<file path="src/rtl/letc_core_mem_arbiter_if.sv">
// Bundled request/response signals between the core requesters (IF, LS) and
// the shared memory port. The arbiter takes the slave view; the surrounding logic takes the master view.
interface letc_core_mem_arbiter_if;
    logic        i_if_req_valid;
    logic        o_if_req_ready;
    logic [31:0] i_if_addr;
    logic        o_if_rsp_valid;
    logic        o_if_rsp_err;
    logic [31:0] o_if_rdata;

    logic        i_ls_req_valid;
    logic        o_ls_req_ready;
    logic [31:0] i_ls_addr;
    logic        i_ls_wen;
    logic [31:0] i_ls_wdata;
    logic [3:0]  i_ls_wmask;
    logic        o_ls_rsp_valid;
    logic        o_ls_rsp_err;
    logic [31:0] o_ls_rdata;

    logic        o_mem_req_valid;
    logic        i_mem_req_ready;
    logic [31:0] o_mem_addr;
    logic        o_mem_wen;
    logic [31:0] o_mem_wdata;
    logic [3:0]  o_mem_wmask;
    logic        i_mem_rsp_valid;
    logic [31:0] i_mem_rdata;

    modport slave (
        input  i_if_req_valid, i_if_addr,
        output o_if_req_ready, o_if_rsp_valid, o_if_rsp_err, o_if_rdata,
        input  i_ls_req_valid, i_ls_addr, i_ls_wen, i_ls_wdata, i_ls_wmask,
        output o_ls_req_ready, o_ls_rsp_valid, o_ls_rsp_err, o_ls_rdata,
        output o_mem_req_valid, o_mem_addr, o_mem_wen, o_mem_wdata, o_mem_wmask,
        input  i_mem_req_ready, i_mem_rsp_valid, i_mem_rdata
    );

    modport master (
        output i_if_req_valid, i_if_addr,
        input  o_if_req_ready, o_if_rsp_valid, o_if_rsp_err, o_if_rdata,
        output i_ls_req_valid, i_ls_addr, i_ls_wen, i_ls_wdata, i_ls_wmask,
        input  o_ls_req_ready, o_ls_rsp_valid, o_ls_rsp_err, o_ls_rdata,
        input  o_mem_req_valid, o_mem_addr, o_mem_wen, o_mem_wdata, o_mem_wmask,
        output i_mem_req_ready, i_mem_rsp_valid, i_mem_rdata
    );
endinterface

</file>
<file path="src/rtl/letc_core_mem_arbiter.sv">
// Arbitrates the single memory port between instruction fetch and load/store, one transaction in flight.
// Optional LETC_MEM_ARB_ROUND_ROBIN_EN: alternate the winner when both requesters are valid.
module letc_core_mem_arbiter #(
    parameter int TIMEOUT_CYCLES = 256,
    parameter int TIMER_WIDTH    = 9
) (
    input  logic                  i_clk,
    input  logic                  i_rst_n,
    letc_core_mem_arbiter_if.slave bus
);
    typedef enum logic [1:0] {
        IDLE = 2'd0,
        REQ  = 2'd1,
        RESP = 2'd2
    } state_e;

    localparam bit TIMEOUT_EN = (TIMEOUT_CYCLES != 0);
    localparam logic [TIMER_WIDTH-1:0] TIMER_LAST =
        TIMEOUT_EN ? TIMER_WIDTH'(TIMEOUT_CYCLES - 1) : '0;

    state_e                 state_q;
    logic                   grant_ls_q;
    logic [TIMER_WIDTH-1:0] timer_q;
    logic                   mem_req_valid_q;
    logic [31:0]            addr_q;
    logic                   wen_q;
    logic [31:0]            wdata_q;
    logic [3:0]             wmask_q;

    logic pick_ls;
    logic accept;
    logic in_resp;
    logic rsp_hit;
    logic expire;
    logic rsp_fire;

`ifdef LETC_MEM_ARB_ROUND_ROBIN_EN
    logic last_ls_q;
    // On contention the requester that did not win last time goes first.
    assign pick_ls = bus.i_ls_req_valid & (~bus.i_if_req_valid | ~last_ls_q);
`else
    assign pick_ls = bus.i_ls_req_valid;
`endif

    assign accept   = (state_q == IDLE) & (bus.i_if_req_valid | bus.i_ls_req_valid);
    assign in_resp  = (state_q == RESP);
    assign rsp_hit  = in_resp & bus.i_mem_rsp_valid;
    // A real response in the expiry cycle takes precedence over the error.
    assign expire   = TIMEOUT_EN & in_resp & ~bus.i_mem_rsp_valid & (timer_q == TIMER_LAST);
    assign rsp_fire = rsp_hit | expire;

    // Ready is gated by reset so every output reads 0 while reset is held.
    assign bus.o_if_req_ready = i_rst_n & accept & ~pick_ls;
    assign bus.o_ls_req_ready = i_rst_n & accept &  pick_ls;

    assign bus.o_if_rsp_valid = rsp_fire & ~grant_ls_q;
    assign bus.o_if_rsp_err   = expire   & ~grant_ls_q;
    assign bus.o_if_rdata     = (rsp_hit & ~grant_ls_q) ? bus.i_mem_rdata : '0;
    assign bus.o_ls_rsp_valid = rsp_fire &  grant_ls_q;
    assign bus.o_ls_rsp_err   = expire   &  grant_ls_q;
    assign bus.o_ls_rdata     = (rsp_hit &  grant_ls_q) ? bus.i_mem_rdata : '0;

    assign bus.o_mem_req_valid = mem_req_valid_q;
    assign bus.o_mem_addr      = addr_q;
    assign bus.o_mem_wen       = wen_q;
    assign bus.o_mem_wdata     = wdata_q;
    assign bus.o_mem_wmask     = wmask_q;

    always_ff @(posedge i_clk or negedge i_rst_n) begin
        if (!i_rst_n) begin
            state_q         <= IDLE;
            grant_ls_q      <= 1'b0;
            timer_q         <= '0;
            mem_req_valid_q <= 1'b0;
            addr_q          <= '0;
            wen_q           <= 1'b0;
            wdata_q         <= '0;
            wmask_q         <= '0;
`ifdef LETC_MEM_ARB_ROUND_ROBIN_EN
            last_ls_q       <= 1'b0;
`endif
        end else begin
            case (state_q)
                IDLE: begin
                    if (accept) begin
                        grant_ls_q      <= pick_ls;
                        mem_req_valid_q <= 1'b1;
                        state_q         <= REQ;
`ifdef LETC_MEM_ARB_ROUND_ROBIN_EN
                        last_ls_q       <= pick_ls;
`endif
                        if (pick_ls) begin
                            addr_q  <= bus.i_ls_addr;
                            wen_q   <= bus.i_ls_wen;
                            wdata_q <= bus.i_ls_wdata;
                            wmask_q <= bus.i_ls_wmask;
                        end else begin
                            // Fetches are always plain word reads.
                            addr_q  <= bus.i_if_addr;
                            wen_q   <= 1'b0;
                            wdata_q <= '0;
                            wmask_q <= 4'h0;
                        end
                    end
                end
                REQ: begin
                    if (bus.i_mem_req_ready) begin
                        mem_req_valid_q <= 1'b0;
                        timer_q         <= '0;
                        state_q         <= RESP;
                    end
                end
                RESP: begin
                    if (rsp_fire) begin
                        state_q <= IDLE;
                    end else begin
                        timer_q <= timer_q + TIMER_WIDTH'(1);
                    end
                end
                default: begin
                    state_q         <= IDLE;
                    mem_req_valid_q <= 1'b0;
                end
            endcase
        end
    end
endmodule

</file>
<file path="src/flat_wrapper.sv">
// flat-port wrapper written by rule: the top's interface ports become plain ports
module letc_core_mem_arbiter_flat 
#(
    parameter int TIMEOUT_CYCLES = 256,
    parameter int TIMER_WIDTH    = 9
)
  (i_clk, i_rst_n, bus_i_if_req_valid, bus_i_if_addr, bus_o_if_req_ready, bus_o_if_rsp_valid, bus_o_if_rsp_err, bus_o_if_rdata, bus_i_ls_req_valid, bus_i_ls_addr, bus_i_ls_wen, bus_i_ls_wdata, bus_i_ls_wmask, bus_o_ls_req_ready, bus_o_ls_rsp_valid, bus_o_ls_rsp_err, bus_o_ls_rdata, bus_o_mem_req_valid, bus_o_mem_addr, bus_o_mem_wen, bus_o_mem_wdata, bus_o_mem_wmask, bus_i_mem_req_ready, bus_i_mem_rsp_valid, bus_i_mem_rdata);
  letc_core_mem_arbiter_if bus_i ();
  input  logic i_clk;
  input  logic i_rst_n;
  input wire logic [$bits(bus_i.i_if_req_valid)-1:0] bus_i_if_req_valid;
  input wire logic [$bits(bus_i.i_if_addr)-1:0] bus_i_if_addr;
  output wire logic [$bits(bus_i.o_if_req_ready)-1:0] bus_o_if_req_ready;
  output wire logic [$bits(bus_i.o_if_rsp_valid)-1:0] bus_o_if_rsp_valid;
  output wire logic [$bits(bus_i.o_if_rsp_err)-1:0] bus_o_if_rsp_err;
  output wire logic [$bits(bus_i.o_if_rdata)-1:0] bus_o_if_rdata;
  input wire logic [$bits(bus_i.i_ls_req_valid)-1:0] bus_i_ls_req_valid;
  input wire logic [$bits(bus_i.i_ls_addr)-1:0] bus_i_ls_addr;
  input wire logic [$bits(bus_i.i_ls_wen)-1:0] bus_i_ls_wen;
  input wire logic [$bits(bus_i.i_ls_wdata)-1:0] bus_i_ls_wdata;
  input wire logic [$bits(bus_i.i_ls_wmask)-1:0] bus_i_ls_wmask;
  output wire logic [$bits(bus_i.o_ls_req_ready)-1:0] bus_o_ls_req_ready;
  output wire logic [$bits(bus_i.o_ls_rsp_valid)-1:0] bus_o_ls_rsp_valid;
  output wire logic [$bits(bus_i.o_ls_rsp_err)-1:0] bus_o_ls_rsp_err;
  output wire logic [$bits(bus_i.o_ls_rdata)-1:0] bus_o_ls_rdata;
  output wire logic [$bits(bus_i.o_mem_req_valid)-1:0] bus_o_mem_req_valid;
  output wire logic [$bits(bus_i.o_mem_addr)-1:0] bus_o_mem_addr;
  output wire logic [$bits(bus_i.o_mem_wen)-1:0] bus_o_mem_wen;
  output wire logic [$bits(bus_i.o_mem_wdata)-1:0] bus_o_mem_wdata;
  output wire logic [$bits(bus_i.o_mem_wmask)-1:0] bus_o_mem_wmask;
  input wire logic [$bits(bus_i.i_mem_req_ready)-1:0] bus_i_mem_req_ready;
  input wire logic [$bits(bus_i.i_mem_rsp_valid)-1:0] bus_i_mem_rsp_valid;
  input wire logic [$bits(bus_i.i_mem_rdata)-1:0] bus_i_mem_rdata;
  assign bus_i.i_if_req_valid = bus_i_if_req_valid;
  assign bus_i.i_if_addr = bus_i_if_addr;
  assign bus_o_if_req_ready = bus_i.o_if_req_ready;
  assign bus_o_if_rsp_valid = bus_i.o_if_rsp_valid;
  assign bus_o_if_rsp_err = bus_i.o_if_rsp_err;
  assign bus_o_if_rdata = bus_i.o_if_rdata;
  assign bus_i.i_ls_req_valid = bus_i_ls_req_valid;
  assign bus_i.i_ls_addr = bus_i_ls_addr;
  assign bus_i.i_ls_wen = bus_i_ls_wen;
  assign bus_i.i_ls_wdata = bus_i_ls_wdata;
  assign bus_i.i_ls_wmask = bus_i_ls_wmask;
  assign bus_o_ls_req_ready = bus_i.o_ls_req_ready;
  assign bus_o_ls_rsp_valid = bus_i.o_ls_rsp_valid;
  assign bus_o_ls_rsp_err = bus_i.o_ls_rsp_err;
  assign bus_o_ls_rdata = bus_i.o_ls_rdata;
  assign bus_o_mem_req_valid = bus_i.o_mem_req_valid;
  assign bus_o_mem_addr = bus_i.o_mem_addr;
  assign bus_o_mem_wen = bus_i.o_mem_wen;
  assign bus_o_mem_wdata = bus_i.o_mem_wdata;
  assign bus_o_mem_wmask = bus_i.o_mem_wmask;
  assign bus_i.i_mem_req_ready = bus_i_mem_req_ready;
  assign bus_i.i_mem_rsp_valid = bus_i_mem_rsp_valid;
  assign bus_i.i_mem_rdata = bus_i_mem_rdata;
  letc_core_mem_arbiter #(.TIMEOUT_CYCLES(TIMEOUT_CYCLES), .TIMER_WIDTH(TIMER_WIDTH)) u_core (.i_clk(i_clk), .i_rst_n(i_rst_n), .bus(bus_i));
endmodule
</file>
<file path="config.mk">
export PLATFORM = sky130hd
export DESIGN_NAME = letc_core_mem_arbiter_flat
export DESIGN_NICKNAME = d
export VERILOG_FILES = /design/src/rtl/letc_core_mem_arbiter_if.sv /design/src/rtl/letc_core_mem_arbiter.sv /design/src/flat_wrapper.sv
export SDC_FILE = /design/constraint.sdc
export NUM_CORES = 1
export LEC_CHECK = 0
export BUFFER_PORTS_ARGS = -buffer_cell sky130_fd_sc_hd__clkbuf_2
export CORE_MARGIN = 5
export CORE_UTILIZATION = 42
export CTS_CLUSTER_SIZE = 14
export DETAILED_ROUTE_END_ITERATION = 10
export GPL_ROUTABILITY_DRIVEN = 0
export PLACE_DENSITY = 0.8
export SETUP_SLACK_MARGIN = 0.5
export SYNTH_ARGS = -nofsm -noshare
export SYNTH_HDL_FRONTEND = slang
export SYNTH_SLANG_ARGS = --single-unit
</file>
<file path="constraint.sdc">
create_clock -name i_clk -period 3.45 [get_ports i_clk]
set_input_delay 0.345 -clock i_clk [delete_from_list [all_inputs] [get_ports i_clk]]
set_output_delay 0.345 -clock i_clk [all_outputs]
set_load 0.03 [all_outputs]
</file>
=== Word level (Yosys, flattened, before mapping) ===
Cells that the tools add are included.
W data, S select, Z words.

* Bits in registers: 82
* Bits in read-only memories: 0
* Memories kept: 0
* Memory bits (writable): 0
* Output and inout port bits: 140
* Latch bits: 0
* Logic and storage cells: 57

* Add/subtract/negate cells: 1
* Bitwise operators: 19
* $lt $le $gt $ge: 0
* Mux-type cells: 16
* Divide/modulo/power cells: 0
* Multipliers: 0
* Equal/unequal tests: 7
* Shift-type cells: 0
* Reduce and logical (&&, ||, !) cells: 6

{| class="wikitable"
|+ Operators by type and width
! kind !! number
|-
| $mux W32 || 4
|-
| $mux W9 || 2
|-
| $pmux W9 S2 || 1
|-
| $and A1 B1 Y1 || 13
|-
| $add A9 B1 Y9 const B || 1
|-
| $eq A9 B8 Y1 const B || 1
|-
| $reduce_and A3 Y1 || 3
|-
| $mux W2 || 3
|-
| $ne A2 B2 Y1 const B || 3
|-
| $pmux W2 S3 || 1
|-
| $mux W4 || 1
|-
| $not A1 Y1 || 4
|-
| $mux W1 || 3
|-
| $pmux W1 S3 || 1
|-
| $eq A2 B1 Y1 const B || 1
|-
| $eq A2 B2 Y1 const B || 1
|-
| $logic_not A2 Y1 || 1
|-
| $ne A2 B1 Y1 const B || 1
|-
| $or A1 B1 Y1 || 2
|-
| $reduce_and A2 Y1 || 1
|-
| $reduce_bool A2 Y1 || 1
|}

=== Longest topological paths before layout ===
* Depth after elaboration: 6
* Mapped depth: 9

=== Worst setup path before layout ===
No wires, ideal clock.

* Path type: register to register
* Start point: register u_core.timer_q[0]
* End point: register u_core.timer_q[5]
* Setup slack: 1238 ps
* Stages on the path, launching flop included: 9
* Arrival time: 2134 ps
* Setup time: 77 ps
* Data required time: 3373 ps
* Clock period less this slack: 2212 ps
* Cell sequence: dfrtp_1 ha_1 nand3_1 nor2_1 ha_1 or4b_1 buf_2 or4_1 a21oi_1

* Word-level cells in the longest chain between the ends: 5
* Elaborated cells between the ends (all ways): 8
* Those cells by class: add/sub: 1; eq/ne: 2; mux: 2; bitwise: 2; reduce/logical: 1

{| class="wikitable"
|+ RTL lines
! element !! RTL line !! RTL
|-
| from (decl) || letc_core_mem_arbiter.sv:23 || <nowiki>logic [TIMER_WIDTH-1:0] timer_q;</nowiki>
|-
| from (signal assigned) || letc_core_mem_arbiter.sv:117 || <nowiki>timer_q <= timer_q + TIMER_WIDTH'(1);</nowiki>
|-
| parallel branches: the longest is 5 deep, another holds $add A9 B1 Y9 || n/a ||
|}

Several ways; the timed one is not identified. The select of a mux whose other input is x is not followed.
A chain may end at the register's enable or synchronous reset.

=== Final worst setup path ===
* Start point: register u_core.state_q[0]
* End point: output bus_o_ls_rdata[6]

* Word-level cells in the longest chain between the ends: 4

{| class="wikitable"
|+ RTL lines
! element !! RTL line !! RTL
|-
| from (decl) || letc_core_mem_arbiter.sv:21 || <nowiki>state_e state_q;</nowiki>
|-
| from (signal assigned) || letc_core_mem_arbiter.sv:71 || <nowiki>state_q <= IDLE;</nowiki>
|-
| from (signal assigned) || letc_core_mem_arbiter.sv:88 || <nowiki>state_q <= REQ;</nowiki>
|-
| from (signal assigned) || letc_core_mem_arbiter.sv:110 || <nowiki>state_q <= RESP;</nowiki>
|-
| $eq A2 B2 Y1 || letc_core_mem_arbiter.sv:46 || <nowiki>assign in_resp = (state_q == RESP);</nowiki>
|-
| $and A1 B1 Y1 || letc_core_mem_arbiter.sv:47 || <nowiki>assign rsp_hit = in_resp & bus.i_mem_rsp_valid;</nowiki>
|-
| $and A1 B1 Y1 || letc_core_mem_arbiter.sv:61 || <nowiki>assign bus.o_ls_rdata = (rsp_hit & grant_ls_q) ? bus.i_mem_rdata : '0;</nowiki>
|-
| $mux W32 || letc_core_mem_arbiter.sv:61 ||
|-
| to (decl) || flat_wrapper.sv:25 || <nowiki>output wire logic [$bits(bus_i.o_ls_rdata)-1:0] bus_o_ls_rdata;</nowiki>
|}

No other way between the ends.

==> flow_summary_export.csv <==
group,metric,value,unit
critical_path,r2r_start,"u_core.timer_q[0]",
pwr,ir_drop,535,µV
timing,fmax,386,MHz
critical_path,path_class,"register to output pin",
placement,io_buffers,278,
critical_path,worstSetupStartpointType,"register",
die,dieArea,11500,µm²
die,core.rowCount,35,
clock_network,cts_resized,0,
clock_network,htree_levels,3,
logic_synthesis,ys_seq_area_share,51.6,%
finish,layout_common_cells,"clkbuf_2 (277), dfrtp_1 (82), and2_1 (65)",
critical_path,rr_endpoint,"u_core.timer_q[5]",
logic_synthesis,ys_seq_elements,82,
timing,worst_slack,0.862,ns
worst_hold_path,hold_end,"u_core.bus.o_mem_wmask[2]",
worst_hold_path,hp-start,"bus_i_ls_wmask[2]",
critical_path,worstPathRequired,3.11,ns
flow_run,max-cap-violations,0,
placement,post-place-ws,0.939,ns
clock_network,cts-buffers-inserted,9,
timing,final.setup.tns,0,ns
logic_synthesis,syn_area,3980,µm²
die,die_y,107,µm
detailed_routing,wl_per_cell,18.4,µm
grt,grt_max_degree,71,
die,die_w,107,µm
timing,maxSlewHeadroom,41.8,%
critical_path,worstPathCellList,"and2b_1 > and3_1 > and2_1 > clkbuf_2",
logic_synthesis,async_flop_share,100,%
detailed_routing,drtPass1Iterations,4,
logic_synthesis,synthSimpleGateAreaFrac,15.5,%
die,fp.coreArea,9240,µm²
finish,layout-drive-gt1-share,59.8,%
clock_network,cts_tree,"built",
logic_synthesis,ys_types,37,
critical_path,r2r_slack,0.92,ns
critical_path,cp_max_fo,32,
detailed_routing,drc_errors,0,
detailed_routing,antenna_left,0,
grt,overflow,0,
logic_synthesis,synth_top_family_by_area,"multiplexers",
detailed_routing,via_per_inst,5.06,
logic_synthesis,synth_xor_area_share,0,%
logic_synthesis,yosys_most_used_dff,"dfrtp_1",
grt,globalRoute.busiestLayer,"met2",
finish,area.growth.synth_to_final,43.5,%
die,initial_core_util,43.0,%
logic_synthesis,synth_edf_count,0,
grt,grtUsageMet3,5.22,%
finish,fin_cells,738,
critical_path,slowest_stage,"and3_1",
placement,dp.cells,721,
grt,use_met1,25.5,%
logic_synthesis,syn_avg_cell_area,12.0,µm²
worst_hold_path,hold_depth,2,
detailed_routing,route.vias.total,3736,
critical_path,rr_worst_depth,7,
timing,rsz0062_at_grt,"false",
clock_network,clockBufferDepth,2,
grt,grtUsageMet2,42.6,%
timing,fin_crit,2.59,ns
finish,nets,745,
run_status,status,"finished, final reports clean",
critical_path,path_buf_inv,1,
finish,final.fill_count,767,
clock_network,clock_sinks,82,
critical_path,path_delay_family,"simple AND/OR/NAND/NOR gates",
placement,post_dp_cell_area,5490,µm²
critical_path,slowest_delay,0.68,ns
logic_synthesis,synthAdderAreaFrac,0.630,%
grt,grt_usage,22.8,%
placement,dp_hpwl,10800,µm
logic_synthesis,yosys_warnings,0,
clock_network,cts_root_buffer,"clkbuf_8",
finish,stdcell_area,5710,µm²
grt,grt_antenna_before_repair,0,
logic_synthesis,syn-num-nets,473,
die,num_io_pins,279,
critical_path,endpoint_kind,"output pin",
logic_synthesis,muxShareOfSynthArea,18.6,%
finish,layout_commonest_cell,"clkbuf_2",
timing,tightest_slew,0.873,ns
grt,grt_pass1_vias,3923,
timing,fin_skew,0.0103,ns
clock_network,postCtsSetupBuffers,0,
worst_hold_path,min_path_type,"input pin to register",
detailed_routing,wirelength,13600,µm
clock_network,clock_latency,0.34,ns
logic_synthesis,syn_inst,332,
grt,grt_pass1_wl,20700,µm
critical_path,crit_arrival,2.24,ns
logic_synthesis,synth_compound_area_share,11.0,%
timing,fin_crit_sh,75.0,%
timing,slew_viol_final,0,
finish,post-route-util,61.7,%
timing,final_hold_viol_count,0,
clock_network,clk_pin_slew,0.10,ns
pwr,power.leakage,3.11,nW
timing,finalSetupViolations,0,
detailed_routing,drtIter0Drc,203,
pwr,power_density,839,nW/µm²
finish,diodes,0,
[cell usage after synthesis (2+ instances only)]
master    instances  area (µm²)
a21oi_1           2        10.0
a22o_1           38         333
and2_1           65         407
and3_1            3        18.8
and4b_1           2        20.0
buf_2             5        25.0
clkbuf_1         17        63.8
dfrtp_1          82        2050
ha_1              2        25.0
inv_1             3        11.3
mux2_2           64         721
mux2i_1           2        20.0
nand2_1           8        30.0
nand3_1           6        30.0
nor2_1            4        15.0
o21ai_0           6        30.0
o21ai_1           2        10.0
or3_1             2        12.5
[worst register-to-register path, delay by kind of cell, from the launching register on]
kind                       cells  cell delay (ns)
and+or+nand+nor                4             1.41
DFF                            1             0.41
adders and majority gates      2             0.48
AOI/OAI and AO/OA              1             0.15
[logic make-up after synthesis]
kind of cell	after synthesis
and+or+nand+nor	101
DFF	82
muxes	66
AOI/OAI and AO/OA	55
buffers and inverters	26
adders and majority gates	2
[final cells by class]
| cell class | count | area, µm² | area share, % |
|---|---|---|---|
| Sequential cell | 82 | 2050 | 36.0 |
| Clock buffer | 10 | 138 | 2.41 |
| Tap cell | 129 | 161 | 2.83 |
| Timing Repair Buffer | 284 | 1440 | 25.3 |
| Clock inverter | 6 | 71.3 | 1.25 |
| Inverter | 3 | 11.3 | 0.197 |
| Multi-Input combinational cell | 224 | 1830 | 32.1 |
[per-layer routing]
metal  wire [µm]  share of wire, %  up-vias
li1            -                 -     1727
met1        4870                36     1769
met5           0                 0        -
met3        1210               8.9       19
met4         248               1.8        0
met2        7240                53      221
[stage by stage]
step	total power, mW	hold slack (ns)
2_1_floorplan	3.26	0.0494
3_3_place_gp	3.99	0.202
3_5_place_dp	4.08	0.208
4_1_cts	4.82	0.202
5_1_grt	5.05	0.197
6_report	4.79	0.219
[sequential cells by signal, indices dropped and copies added (netlist names)]
register and count:
u_core.grant_ls_q 1, u_core.bus.o_mem_req_valid 1, u_core.bus.o_mem_addr 32, u_core.bus.o_mem_wdata 32
u_core.state_q 2, u_core.bus.o_mem_wen 1, u_core.bus.o_mem_wmask 4, u_core.timer_q 9
[how the worst max path moves through the flow]
| stage | end | slack, ns | startpoint | cells after the start |
|---|---|---|---|---|
| floorplan | u_core.timer_q[5] | 1.24 | u_core.timer_q[0] | 8 |
| finish | bus_o_ls_rdata[6] | 0.86 | u_core.state_q[0] | 4 |
| detailed placement | u_core.timer_q[5] | 0.94 | u_core.timer_q[0] | 7 |
| CTS | bus_o_ls_rdata[31] | 0.84 | u_core.state_q[0] | 4 |
| global route | bus_o_ls_rdata[4] | 0.65 | u_core.state_q[0] | 4 |
| global placement | u_core.timer_q[5] | 1.01 | u_core.timer_q[0] | 7 |
[repair_timing]
item,in CTS,in global routing
endpoints found under the hold margin,12,0
hold buffers,1,0
setup endpoints to repair,0,0
[report_power, final]
group	switching [mW]	internal, mW
logic	1.58	0.842
registers	0.263	1.37
clock network	0.368	0.364
Power figures use the tool's default switching activity.
